**config.mk**
```make
export PLATFORM = sky130hd
export DESIGN_NAME = mmul_stream_core
export DESIGN_NICKNAME = d
export VERILOG_FILES = /design/src/rtl/mmul_stream_core.sv
export SDC_FILE = /design/constraint.sdc
export NUM_CORES = 1
export LEC_CHECK = 0
export CORE_MARGIN = 2
export CORE_UTILIZATION = 30
export DETAILED_ROUTE_END_ITERATION = 16
export GPL_TIMING_DRIVEN = 0
export PLACE_DENSITY = 0.57
export SETUP_SLACK_MARGIN = 0.5
export SYNTH_ARGS = -nofsm -noshare
export SYNTH_HDL_FRONTEND = slang
export SYNTH_SLANG_ARGS = --single-unit
```
**constraint.sdc**
```tcl
create_clock -name clk -period 8.4 [get_ports clk]
set_clock_uncertainty 0.2 [all_clocks]
set_input_delay 0.84 -clock clk [delete_from_list [all_inputs] [get_ports clk]]
set_output_delay 0.84 -clock clk [all_outputs]
set_load 0.05 [all_outputs]
```
**src/rtl/mmul_stream_core.sv**
```systemverilog
// -----------------------------------------------------------------------------
// mmul_stream_core
//
// Streaming matrix multiplier C = A * B.  A (RA x CA) and then B (RB x CB) are
// loaded one signed element per handshake, row-major.  Each C element is then
// computed by a serial multiply-accumulate over the inner dimension (one
// product per cycle) and presented on a valid/ready output port, row-major.
// The product is kept at full ACC_W precision: no saturation, no truncation.
// A new job can start only after the last C element of the previous job has
// been accepted.
//
// Ports
//   clk        : clock, all state changes on the rising edge
//   rst_n      : asynchronous active-low reset
//   dims_valid : upstream dimension check result; gates the start of a job
//   in_valid   : in_data carries an element
//   in_ready   : block accepts an element this cycle
//   in_data    : signed element, A first then B, row-major
//   out_valid  : out_data carries a C element
//   out_ready  : consumer accepts the C element
//   out_data   : signed C element, ACC_W bits, row-major
//   busy       : a job is in progress (anything but idle LOAD_A)
//   err        : registered; job start blocked because dims_valid is low
// -----------------------------------------------------------------------------
module mmul_stream_core #(
  parameter int RA = 2,
  parameter int CA = 2,
  parameter int RB = 2,
  parameter int CB = 2,
  parameter int W  = 8,
  localparam int ACC_W = 2 * W + $clog2(CA)
) (
  input  logic                    clk,
  input  logic                    rst_n,
  input  logic                    dims_valid,
  input  logic                    in_valid,
  output logic                    in_ready,
  input  logic signed [W-1:0]     in_data,
  output logic                    out_valid,
  input  logic                    out_ready,
  output logic signed [ACC_W-1:0] out_data,
  output logic                    busy,
  output logic                    err
);

  localparam int A_N   = RA * CA;
  localparam int B_N   = RB * CB;
  localparam int MAX_N = (A_N > B_N) ? A_N : B_N;
  localparam int LD_W  = $clog2(MAX_N) + 1;
  localparam int A_AW  = (A_N > 1) ? $clog2(A_N) : 1;
  localparam int B_AW  = (B_N > 1) ? $clog2(B_N) : 1;
  localparam int K_W   = $clog2(CA) + 1;
  localparam int I_W   = $clog2(RA) + 1;
  localparam int J_W   = $clog2(CB) + 1;

  typedef enum logic [1:0] {
    LOAD_A,
    LOAD_B,
    MAC,
    EMIT
  } state_e;

  // Operand storage
  logic signed [W-1:0] a_mem [A_N];
  logic signed [W-1:0] b_mem [B_N];

  // State
  state_e                   state_q,     state_d;
  logic [LD_W-1:0]          ld_cnt_q,    ld_cnt_d;
  logic [K_W-1:0]           k_q,         k_d;
  logic [I_W-1:0]           i_q,         i_d;
  logic [J_W-1:0]           j_q,         j_d;
  logic signed [ACC_W-1:0]  acc_q,       acc_d;
  logic signed [ACC_W-1:0]  out_data_q,  out_data_d;
  logic                     out_valid_q, out_valid_d;
  logic                     err_q,       err_d;
  // Low only during reset and for the first edge after it, so that in_ready
  // stays low while rst_n is asserted.
  logic                     live_q,      live_d;

  // Datapath
  logic                     idle;
  logic                     in_fire;
  logic                     out_fire;
  logic [A_AW-1:0]          a_rd_idx;
  logic [B_AW-1:0]          b_rd_idx;
  logic signed [2*W-1:0]    prod;
  logic signed [ACC_W-1:0]  acc_base;
  logic signed [ACC_W-1:0]  mac_sum;

  // Idle means "LOAD_A with nothing accepted yet": only here does dims_valid
  // matter; once the first A element is in, it is ignored.
  assign idle     = (state_q == LOAD_A) && (ld_cnt_q == '0);
  assign in_ready = live_q && (((state_q == LOAD_A) && (!idle || dims_valid)) ||
                               (state_q == LOAD_B));
  assign in_fire  = in_valid && in_ready;
  assign out_fire = out_valid_q && out_ready;

  assign out_valid = out_valid_q;
  assign out_data  = out_data_q;
  assign err       = err_q;
  assign busy      = !idle;

  // A[i][k] and B[k][j]; B rows are indexed by the inner dimension.
  always_comb begin
    a_rd_idx = A_AW'(int'(i_q) * CA + int'(k_q));
    b_rd_idx = B_AW'(int'(k_q) * CB + int'(j_q));
    prod     = a_mem[a_rd_idx] * b_mem[b_rd_idx];
    // The accumulator restarts at k = 0, so a stale sum never leaks forward.
    acc_base = (k_q == '0) ? '0 : acc_q;
    mac_sum  = acc_base + ACC_W'(prod);
  end

  // NOTE: every variable gets its hold value first, so no path can infer a latch.
  always_comb begin
    state_d     = state_q;
    ld_cnt_d    = ld_cnt_q;
    k_d         = k_q;
    i_d         = i_q;
    j_d         = j_q;
    acc_d       = acc_q;
    out_data_d  = out_data_q;
    out_valid_d = out_valid_q;
    err_d       = idle && !dims_valid;
    live_d      = 1'b1;

    unique case (state_q)
      LOAD_A: begin
        if (in_fire) begin
          if (ld_cnt_q == LD_W'(A_N - 1)) begin
            ld_cnt_d = '0;
            state_d  = LOAD_B;
          end else begin
            ld_cnt_d = ld_cnt_q + 1'b1;
          end
        end
      end

      LOAD_B: begin
        if (in_fire) begin
          if (ld_cnt_q == LD_W'(B_N - 1)) begin
            ld_cnt_d = '0;
            k_d      = '0;
            i_d      = '0;
            j_d      = '0;
            state_d  = MAC;
          end else begin
            ld_cnt_d = ld_cnt_q + 1'b1;
          end
        end
      end

      MAC: begin
        acc_d = mac_sum;
        if (k_q == K_W'(CA - 1)) begin
          k_d         = '0;
          out_data_d  = mac_sum;
          out_valid_d = 1'b1;
          state_d     = EMIT;
        end else begin
          k_d = k_q + 1'b1;
        end
      end

      EMIT: begin
        // out_data_q is held untouched until the consumer takes it.
        if (out_fire) begin
          out_valid_d = 1'b0;
          state_d     = MAC;
          if (j_q == J_W'(CB - 1)) begin
            j_d = '0;
            if (i_q == I_W'(RA - 1)) begin
              i_d     = '0;
              state_d = LOAD_A;
            end else begin
              i_d = i_q + 1'b1;
            end
          end else begin
            j_d = j_q + 1'b1;
          end
        end
      end

      default: state_d = LOAD_A;
    endcase
  end

  // NOTE: sequential state uses non-blocking assignments so every flop samples
  // the pre-edge values computed above.
  always_ff @(posedge clk or negedge rst_n) begin
    if (!rst_n) begin
      state_q     <= LOAD_A;
      ld_cnt_q    <= '0;
      k_q         <= '0;
      i_q         <= '0;
      j_q         <= '0;
      acc_q       <= '0;
      out_data_q  <= '0;
      out_valid_q <= 1'b0;
      err_q       <= 1'b0;
      live_q      <= 1'b0;
    end else begin
      state_q     <= state_d;
      ld_cnt_q    <= ld_cnt_d;
      k_q         <= k_d;
      i_q         <= i_d;
      j_q         <= j_d;
      acc_q       <= acc_d;
      out_data_q  <= out_data_d;
      out_valid_q <= out_valid_d;
      err_q       <= err_d;
      live_q      <= live_d;
    end
  end

  // NOTE: operand memories have no reset; every entry is rewritten by a job
  // before the MAC phase reads it.
  always_ff @(posedge clk) begin
    if (in_fire) begin
      if (state_q == LOAD_A) begin
        a_mem[A_AW'(ld_cnt_q)] <= in_data;
      end else begin
        b_mem[B_AW'(ld_cnt_q)] <= in_data;
      end
    end
  end

endmodule

```
=== After elaboration in Yosys (flattened, before gate mapping) ===
Memory sizes are Yosys's and may differ from the RTL's.
Cells that the tools add are included.

* $add $sub $neg: 7
* Multipliers: 1
* Div/mod/pow operators: 0
* $lt $le $gt $ge: 0
* Equality and inequality tests: 14
* Shift operators: 0
* Multiplexer cells: 31
* Bitwise gates (word level): 0
* Reduce and logical (&&, ||, !) cells: 24

{| class="wikitable"
|+ Operators by type and width
! cell !! number
|-
| $mux 2 || 16
|-
| $add 17x16->17 || 1
|-
| $mux 17 || 1
|-
| $mul 8x8->16 || 1
|-
| $pmux 2 s2 || 3
|-
| $ne 2x2->1 const B || 5
|-
| $eq 2x1->1 const B || 4
|-
| $mux 1 || 8
|-
| $pmux 2 s4 || 1
|-
| $add 2x1->2 const B || 3
|-
| $logic_and 1x1->1 || 6
|-
| $reduce_and 3->1 || 2
|-
| $reduce_and 6->1 || 1
|-
| $reduce_bool 2->1 || 3
|-
| $reduce_and 5->1 || 1
|-
| $add 2x2->2 || 2
|-
| $eq 2x2->1 const B || 2
|-
| $logic_not 2->1 || 2
|-
| $ne 2x1->1 const B || 2
|-
| $reduce_and 2->1 || 2
|-
| $reduce_and 4->1 || 1
|-
| $add 3x1->3 const B || 1
|-
| $eq 3x2->1 const B || 1
|-
| $logic_not 3->1 || 1
|-
| 5 further kinds || 7
|}

* Register bits: 48
* Bits in latches: 0
* Bits in writable memories: 64
* Bits in read-only memories: 0
* Input port bits: 13
* Logic and storage cells: 89
* Memories: 2

{| class="wikitable"
|+ Memory list
! memory !! words !! width !! read ports !! clocked after Yosys merged registers in !! wr ports !! line !! text
|-
| a_mem || 4 || 8 || 1 || 0 || 1 || 64 || <nowiki>logic signed [W-1:0] a_mem [A_N];</nowiki>
|-
| b_mem || 4 || 8 || 1 || 0 || 1 || 65 || <nowiki>logic signed [W-1:0] b_mem [B_N];</nowiki>
|}

=== Logic depth before layout (Yosys ltp) ===
Gate-level depths: netlist (run 1).

* Word-level depth: 10
* Gate-level depth with buffers: 21
* Gate-level depth less buffers: 21

=== Worst setup path after synthesis (run 1) ===
OpenSTA, ideal clock, no wires.

* Kind: register to register
* From: register k_q[1]
* To: register acc_q[16]
* Library setup time: 0.136 ns
* Data arrival time: 5.711 ns
* Required time: 8.064 ns
* Path slack: 2.353 ns
* Stages on the path, launching flop included: 20
* Buffers on the path: 0
* Period minus slack after synthesis: 6.047 ns
* Cell sequence: dfrtp_1 xnor2_1 mux4_2 and2_1 inv_1 fa_1 inv_1 fa_1 inv_1 fa_1 fa_1 inv_1 fa_1 ha_1 o21ai_0 nor2_1 o41ai_1 a32oi_1 xnor2_1 o21ai_0

* Cells in the longest elaborated chain, start to end: 4
* Elaborated cells on any way between the ends: 6
* Those cells by class: add/sub (2); mul (1); mux (1); reduce/logical (1); memory (1)

{| class="wikitable"
|+ RTL lines
! what !! line !! text
|-
| from (decl) || 70 || <nowiki>logic [K_W-1:0] k_q, k_d;</nowiki>
|-
| from (signal assigned) || 205 || <nowiki>k_q <= k_d;</nowiki>
|-
| $add 2x2->2 || 106 || <nowiki>a_rd_idx = A_AW'(int'(i_q) * CA + int'(k_q));</nowiki>
|-
| $mem_v2 4x8 || -- ||
|-
| $mul 8x8->16 || 108 || <nowiki>prod = a_mem[a_rd_idx] * b_mem[b_rd_idx];</nowiki>
|-
| $add 17x16->17 * || 111 || <nowiki>mac_sum = acc_base + ACC_W'(prod);</nowiki>
|-
| to (signal assigned) || 197 || <nowiki>acc_q <= '0;</nowiki>
|-
| to (signal assigned) || 208 || <nowiki>acc_q <= acc_d;</nowiki>
|-
| to (decl) || 73 || <nowiki>logic signed [ACC_W-1:0] acc_q, acc_d;</nowiki>
|}

Every way passes the cells marked *; elsewhere a longest branch is shown, timed or not.
A chain may end at the register's enable or synchronous reset.

=== Worst setup path after layout (run 1) ===
* From: register k_q[1]
* To: register out_data_q[16] (netlist: out_data[16])

* Cells in the longest elaborated chain, start to end: 4
* Elaborated cells on any way between the ends: 8
* Those cells by class: add/sub (2); mul (1); eq/ne (1); mux (1); reduce/logical (2); memory (1)

{| class="wikitable"
|+ RTL lines
! what !! line !! text
|-
| $add 2x2->2 || 106 ||
|-
| $mem_v2 4x8 || -- ||
|-
| $mul 8x8->16 || 108 ||
|-
| $add 17x16->17 || 111 ||
|-
| to (signal assigned) || 209 || <nowiki>out_data_q <= out_data_d;</nowiki>
|-
| to (decl) || 74 || <nowiki>logic signed [ACC_W-1:0] out_data_q, out_data_d;</nowiki>
|}

Several ways; a longest one is shown, not always the timed one.

==> results.py, run 1 <==
metrics = {
    "finish": {
        "syn_to_final_growth_pct": 14.4,
        "fillCellCount": 2450,
        "antenna_cells": 0,
        "final_common_cell": "inv_1",
        "final_cell_mix": "inv_1, nand2_1, fa_1",
        "fin_nets": 811,
        "register_area_mm2": 0.00312,
        "multi_input_area_mm2": 0.00400,
        "drive_gt1_frac": 0.0760,
    },
    "place": {
        "hpwl_mm": 11.8,
        "routabilityCongestion": 0.776,
        "port_buffers": 33,
    },
    "yosys": {
        "muxShareOfSynthArea": 0.0595,
        "synth-compound-area-share": 0.0540,
        "syn-num-nets": 766,
        "synth_top_family_by_area": "adder cells",
        "synth_edf_count": 64,
        "syn-mean-instance-area_um2": 11.9,
        "ys_ff_latch": 112,
        "synthAdderAreaFrac": 0.274,
        "synth-main-ff-cell": "edfxtp_1",
        "ys_async_sr_fraction": 0.429,
        "synth-simple-area-share": 0.116,
        "ys.warnings.count": 0,
        "synth.largest_area_cell": "edfxtp_1",
        "ys_types": 48,
        "synthXorXnorAreaFrac": 0.0266,
        "synth_cells": 634,
        "netlist.area_leader.share": 0.255,
        "netlist_area_mm2": 0.00752,
        "seq_area_frac_synth": 0.415,
        "synth.area.top_cells": "edfxtp_1, fa_1, dfrtp_1, ha_1, inv_1",
    },
    "global_routing": {
        "grt_max_degree": 34,
        "top_usage_layer": "met2",
        "grt_util_met1": 0.168,
        "grt_pass1_wl_mm": 25.1,
        "track_usage": 0.122,
        "use_met3": 0.0211,
        "grt_pass1_vias": 4894,
        "grt_use_met2": 0.203,
        "antenna_found_initial": 0,
        "overflow": 0,
    },
    "clocking": {
        "cts_tree": "done",
        "cts_max_level": 3,
        "clk_latency_ns": 0.37,
        "cts_made_buffers": 9,
        "cts_resized": 0,
        "cts_setup_buffers": 0,
        "cts_sinks": 112,
        "ctsHoldBuffers": 0,
        "clk_pin_slew_ns": 0.08,
        "clockBufferDepth": 2,
        "cts_root_buffer": "clkbuf_16",
    },
    "worst_setup_path": {
        "arrival_ns": 7.20,
        "critPathLaunchType": "flop",
        "critical_path_class": "flop to flop",
        "crit_path_end_kind": "flop",
        "cp.required_ns": 8.42,
        "cp_max_fo": 10,
    },
    "timing": {
        "rsz0062_at_grt": "false",
        "post-route-min-period_ns": 7.18,
        "final.setup.tns_ns": 0,
        "fmax_ghz": 0.139,
        "timing.final.crit_share": 0.855,
        "max-slew-margin-rel": 0.362,
        "finalHoldViolCount": 0,
        "finalSetupViolCount": 0,
        "tightest_slew_ns": 0.950,
        "slew_violations": 0,
    },
    "status": {
        "status": "finished, final reports clean",
    },
    "routing": {
        "viasPerCell": 4.47,
        "ant_nets": 0,
        "drt_first_pass_iters": 4,
        "avgRoutedWirePerCell_um": 14.8,
        "dr.first_iter.drc_count": 210,
        "totalWireLength_mm": 14.9,
        "drc": 0,
        "vias": 4503,
    },
    "floorplan": {
        "dieArea_mm2": 0.0264,
        "fp-row-count": 57,
        "chipWidth_um": 162,
        "initial_utilization": 0.308,
        "fp.dieH_um": 162,
        "ios": 34,
        "core_mm2": 0.0245,
    },
    "worst_hold_path": {
        "hold_class": "primary input to async pin",
    },
    "job": {
        "max-cap-violations": 0,
    },
}
==> worst paths after layout <==
path,startpoint,end,slack (ns),cells after the start
worst min register to register,acc_q[0],acc_q[0],0.27,2
worst max register to register,k_q[1],out_data[16],1.22,19
worst min-delay path,rst_n,ld_cnt_q[2],0.19,1
worst max-delay path,k_q[1],out_data[16],1.22,19
min in group clk,acc_q[0],acc_q[0],0.27,2
max in group asynchronous,rst_n,acc_q[14],7.29,2
==> kinds of logic after synthesis <==
logic type / after synthesis
and+or+nand+nor: 181
adders and majority gates: 119
DFF: 112
AOI/OAI and AO/OA: 67
buffers and inverters: 107
xor gates and xnor gates: 22
muxes: 25
other: 1
==> cell type report <==
type                    instances  area share
plain buffers                  12     0.00596
clock buffers                   9      0.0262
clock inverters                 7      0.0121
inverters                      95      0.0414
multi-input cells             415       0.464
flip-flops and latches        112       0.363
well taps                     324      0.0471
repair buffers                 34      0.0401
==> metrics by stage <==
step	std cells	instance area, um2	hold slack, ns	utilization	worst slack (ns)
floorplan	634	7520	0.237	-	2.35
detailed placement	992	8270	0.254	0.338	1.21
finish	1008	8610	0.185	0.352	1.22
global placement	991	8260	0.254	0.338	1.19
CTS	1008	8600	0.201	0.352	1.17
global route	1008	8610	0.209	0.352	0.646
==> layer usage <==
| layer | up-vias | wire, um | share of wire |
|---|---|---|---|
| met5 | - | 0 | 0 |
| met4 | 0 | 138 | 0.0093 |
| met3 | 10 | 321 | 0.022 |
| met2 | 52 | 7030 | 0.47 |
| met1 | 2271 | 7420 | 0.50 |
| li1 | 2170 | - | - |
==> registers in the layout, summed over array words and instances, names as in the netlist <==
register	count
a_mem	32
b_mem	32
acc_q	17
out_data	17
ld_cnt_q	3
i_q	2
j_q	2
k_q	2
state_q	2
err	1
live_q	1
out_valid	1
==> cell usage after synthesis, drive strengths merged, types with 6 or more instances <==
library cell	number
and2	45
o21ai	33
a21oi	10
ha	43
nor3	6
nand2	91
mux4	15
o21a	6
dfrtp	48
inv	95
xnor2	16
clkbuf	9
edfxtp	64
mux2	8
fa	76
nor2	20
xor2	6
==> critical path, stage by stage, from the launching register on <==
cell	delay (ns)
dfrtp_1	0.46
xnor2_1	0.79
mux4_2	0.45
and2_1	0.53
inv_1	0.13
fa_1	0.53
inv_1	0.06
fa_1	0.53
inv_1	0.06
fa_1	0.51
fa_1	0.56
inv_1	0.06
fa_1	0.47
ha_1	0.26
a211oi_1	0.27
nor2_1	0.12
o41ai_1	0.50
a32oi_1	0.21
xnor2_1	0.22
o21ai_0	0.10
Power of run 1 is left out: the tool's default activity adds up to more than one toggle a clock period on the data nets, which glitch-free logic cannot reach.
==> run 2: changes to the inputs <==
Settings changed: CORE_MARGIN 2 to unset, SLEW_MARGIN set to 20.
==> results.py, run 2 (synthesized netlist as in run 1, its figures left out) <==
metrics = {
    "worst_setup_path": {
        "cp.required_ns": 8.43,
        "rr_worst_depth": 19,
        "regToRegStartpoint": "k_q[1]",
        "critPathLaunchType": "flop",
        "critical_path_class": "flop to flop",
        "cp_max_fo": 10,
        "rrSetupSlack_ns": 1.28,
        "reg2reg_to": "acc_q[14]",
        "arrival_ns": 7.15,
        "crit_path_end_kind": "flop",
    },
    "timing": {
        "finalHoldViolCount": 0,
        "finalSetupViolCount": 0,
        "rsz0062_at_grt": "false",
        "fin_hold_ws_ns": 0.267,
        "fmax_ghz": 0.140,
        "post-route-min-period_ns": 7.12,
        "slew_violations": 0,
        "max-slew-margin-rel": 0.386,
        "timing.final.crit_share": 0.848,
        "final.setup.tns_ns": 0,
        "tightest_slew_ns": 0.915,
    },
    "floorplan": {
        "initial_utilization": 0.308,
        "chipWidth_um": 160,
        "ios": 34,
        "fp-row-count": 57,
        "fp.dieH_um": 160,
        "dieArea_mm2": 0.0257,
        "core_mm2": 0.0245,
    },
    "routing": {
        "dr.first_iter.drc_count": 152,
        "viasPerCell": 4.41,
        "drt_first_pass_iters": 4,
        "drc": 0,
        "avgRoutedWirePerCell_um": 14.9,
        "vias": 4441,
        "ant_nets": 0,
        "totalWireLength_mm": 15.0,
    },
    "clocking": {
        "cts_resized": 0,
        "clk_latency_ns": 0.37,
        "cts_setup_buffers": 0,
        "clockBufferDepth": 2,
        "ctsHoldBuffers": 0,
        "cts_tree": "done",
        "clk_pin_slew_ns": 0.07,
        "cts_sinks": 112,
        "cts_max_level": 3,
        "cts_root_buffer": "clkbuf_16",
        "cts_made_buffers": 9,
    },
    "finish": {
        "syn_to_final_growth_pct": 13.9,
        "final_cell_mix": "inv_1, nand2_1, fa_1",
        "finalNonFillerCells": 1007,
        "drive_gt1_frac": 0.0732,
        "fin_util": 0.350,
        "antenna_cells": 0,
        "fillCellCount": 2423,
        "reg.largest.list": "a_mem x32, b_mem x32",
        "final_common_cell": "inv_1",
        "fin_nets": 810,
    },
    "global_routing": {
        "overflow": 0,
        "grt_pass1_wl_mm": 24.6,
        "antenna_found_initial": 0,
        "track_usage": 0.124,
        "grt_pass1_vias": 4661,
        "grt_max_degree": 49,
    },
    "place": {
        "placed_cells": 991,
        "hpwl_mm": 11.7,
        "routabilityCongestion": 0.819,
        "port_buffers": 33,
    },
    "worst_hold_path": {
        "hold_depth": 2,
        "min_to": "acc_q[0]",
        "hold_class": "flop to flop",
        "min_from": "acc_q[0]",
    },
    "status": {
        "status": "finished, final reports clean",
    },
    "job": {
        "max-cap-violations": 0,
    },
}
-- run 2: final cells by class --
| cell class | instances | area [um2] | share of cell area |
|---|---|---|---|
| plain buffers | 12 | 51.3 | 0.00599 |
| clock buffers | 10 | 229 | 0.0267 |
| clock inverters | 6 | 78.8 | 0.00920 |
| inverters | 95 | 357 | 0.0416 |
| multi-input cells | 415 | 4000 | 0.466 |
| flip-flops and latches | 112 | 3120 | 0.364 |
| well taps | 324 | 405 | 0.0473 |
| repair buffers | 33 | 328 | 0.0383 |
-- run 2: through the flow --
stage	setup WS (ns)	area (um2)
finish	1.28	8570
global route	0.816	8570
CTS	1.18	8570
detailed placement	1.24	8260
global placement	1.21	8260
floorplan	2.35	7520
-- run 2: worst max-delay path by stage --
stage / depth (start not counted) / startpoint / endpoint / slack, ns
global route: 19 / k_q[1] / out_data[16] / 0.82
global placement: 19 / k_q[1] / out_data[16] / 1.21
finish: 19 / k_q[1] / acc_q[14] / 1.28
floorplan: 19 / k_q[1] / acc_q[16] / 2.35
CTS: 19 / k_q[1] / out_data[16] / 1.18
detailed placement: 19 / k_q[1] / out_data[16] / 1.24
-- run 2: layer usage --
| metal | vias up | GRT usage | part of all wire |
|---|---|---|---|
| met5 | - | 0 | 0 |
| met4 | 0 | 0.0424 | 0.016 |
| met3 | 17 | 0.0225 | 0.033 |
| met2 | 67 | 0.195 | 0.46 |
| met1 | 2192 | 0.171 | 0.49 |
| li1 | 2165 | - | - |
-- run 2: worst max-delay path, stage by stage, from the launching register on --
cell and delay [ns]:
dfrtp_1 0.46, xnor2_1 0.77, mux4_2 0.45, and2_1 0.52
inv_1 0.13, fa_1 0.53, inv_1 0.06, fa_1 0.54
inv_1 0.06, fa_1 0.50, fa_1 0.54, inv_1 0.05
fa_1 0.47, ha_1 0.25, a211oi_1 0.29, nor2_1 0.12
o41ai_1 0.50, nand3b_1 0.16, xnor2_1 0.26, o21ai_0 0.11
Power of run 2 is left out for the same reason.
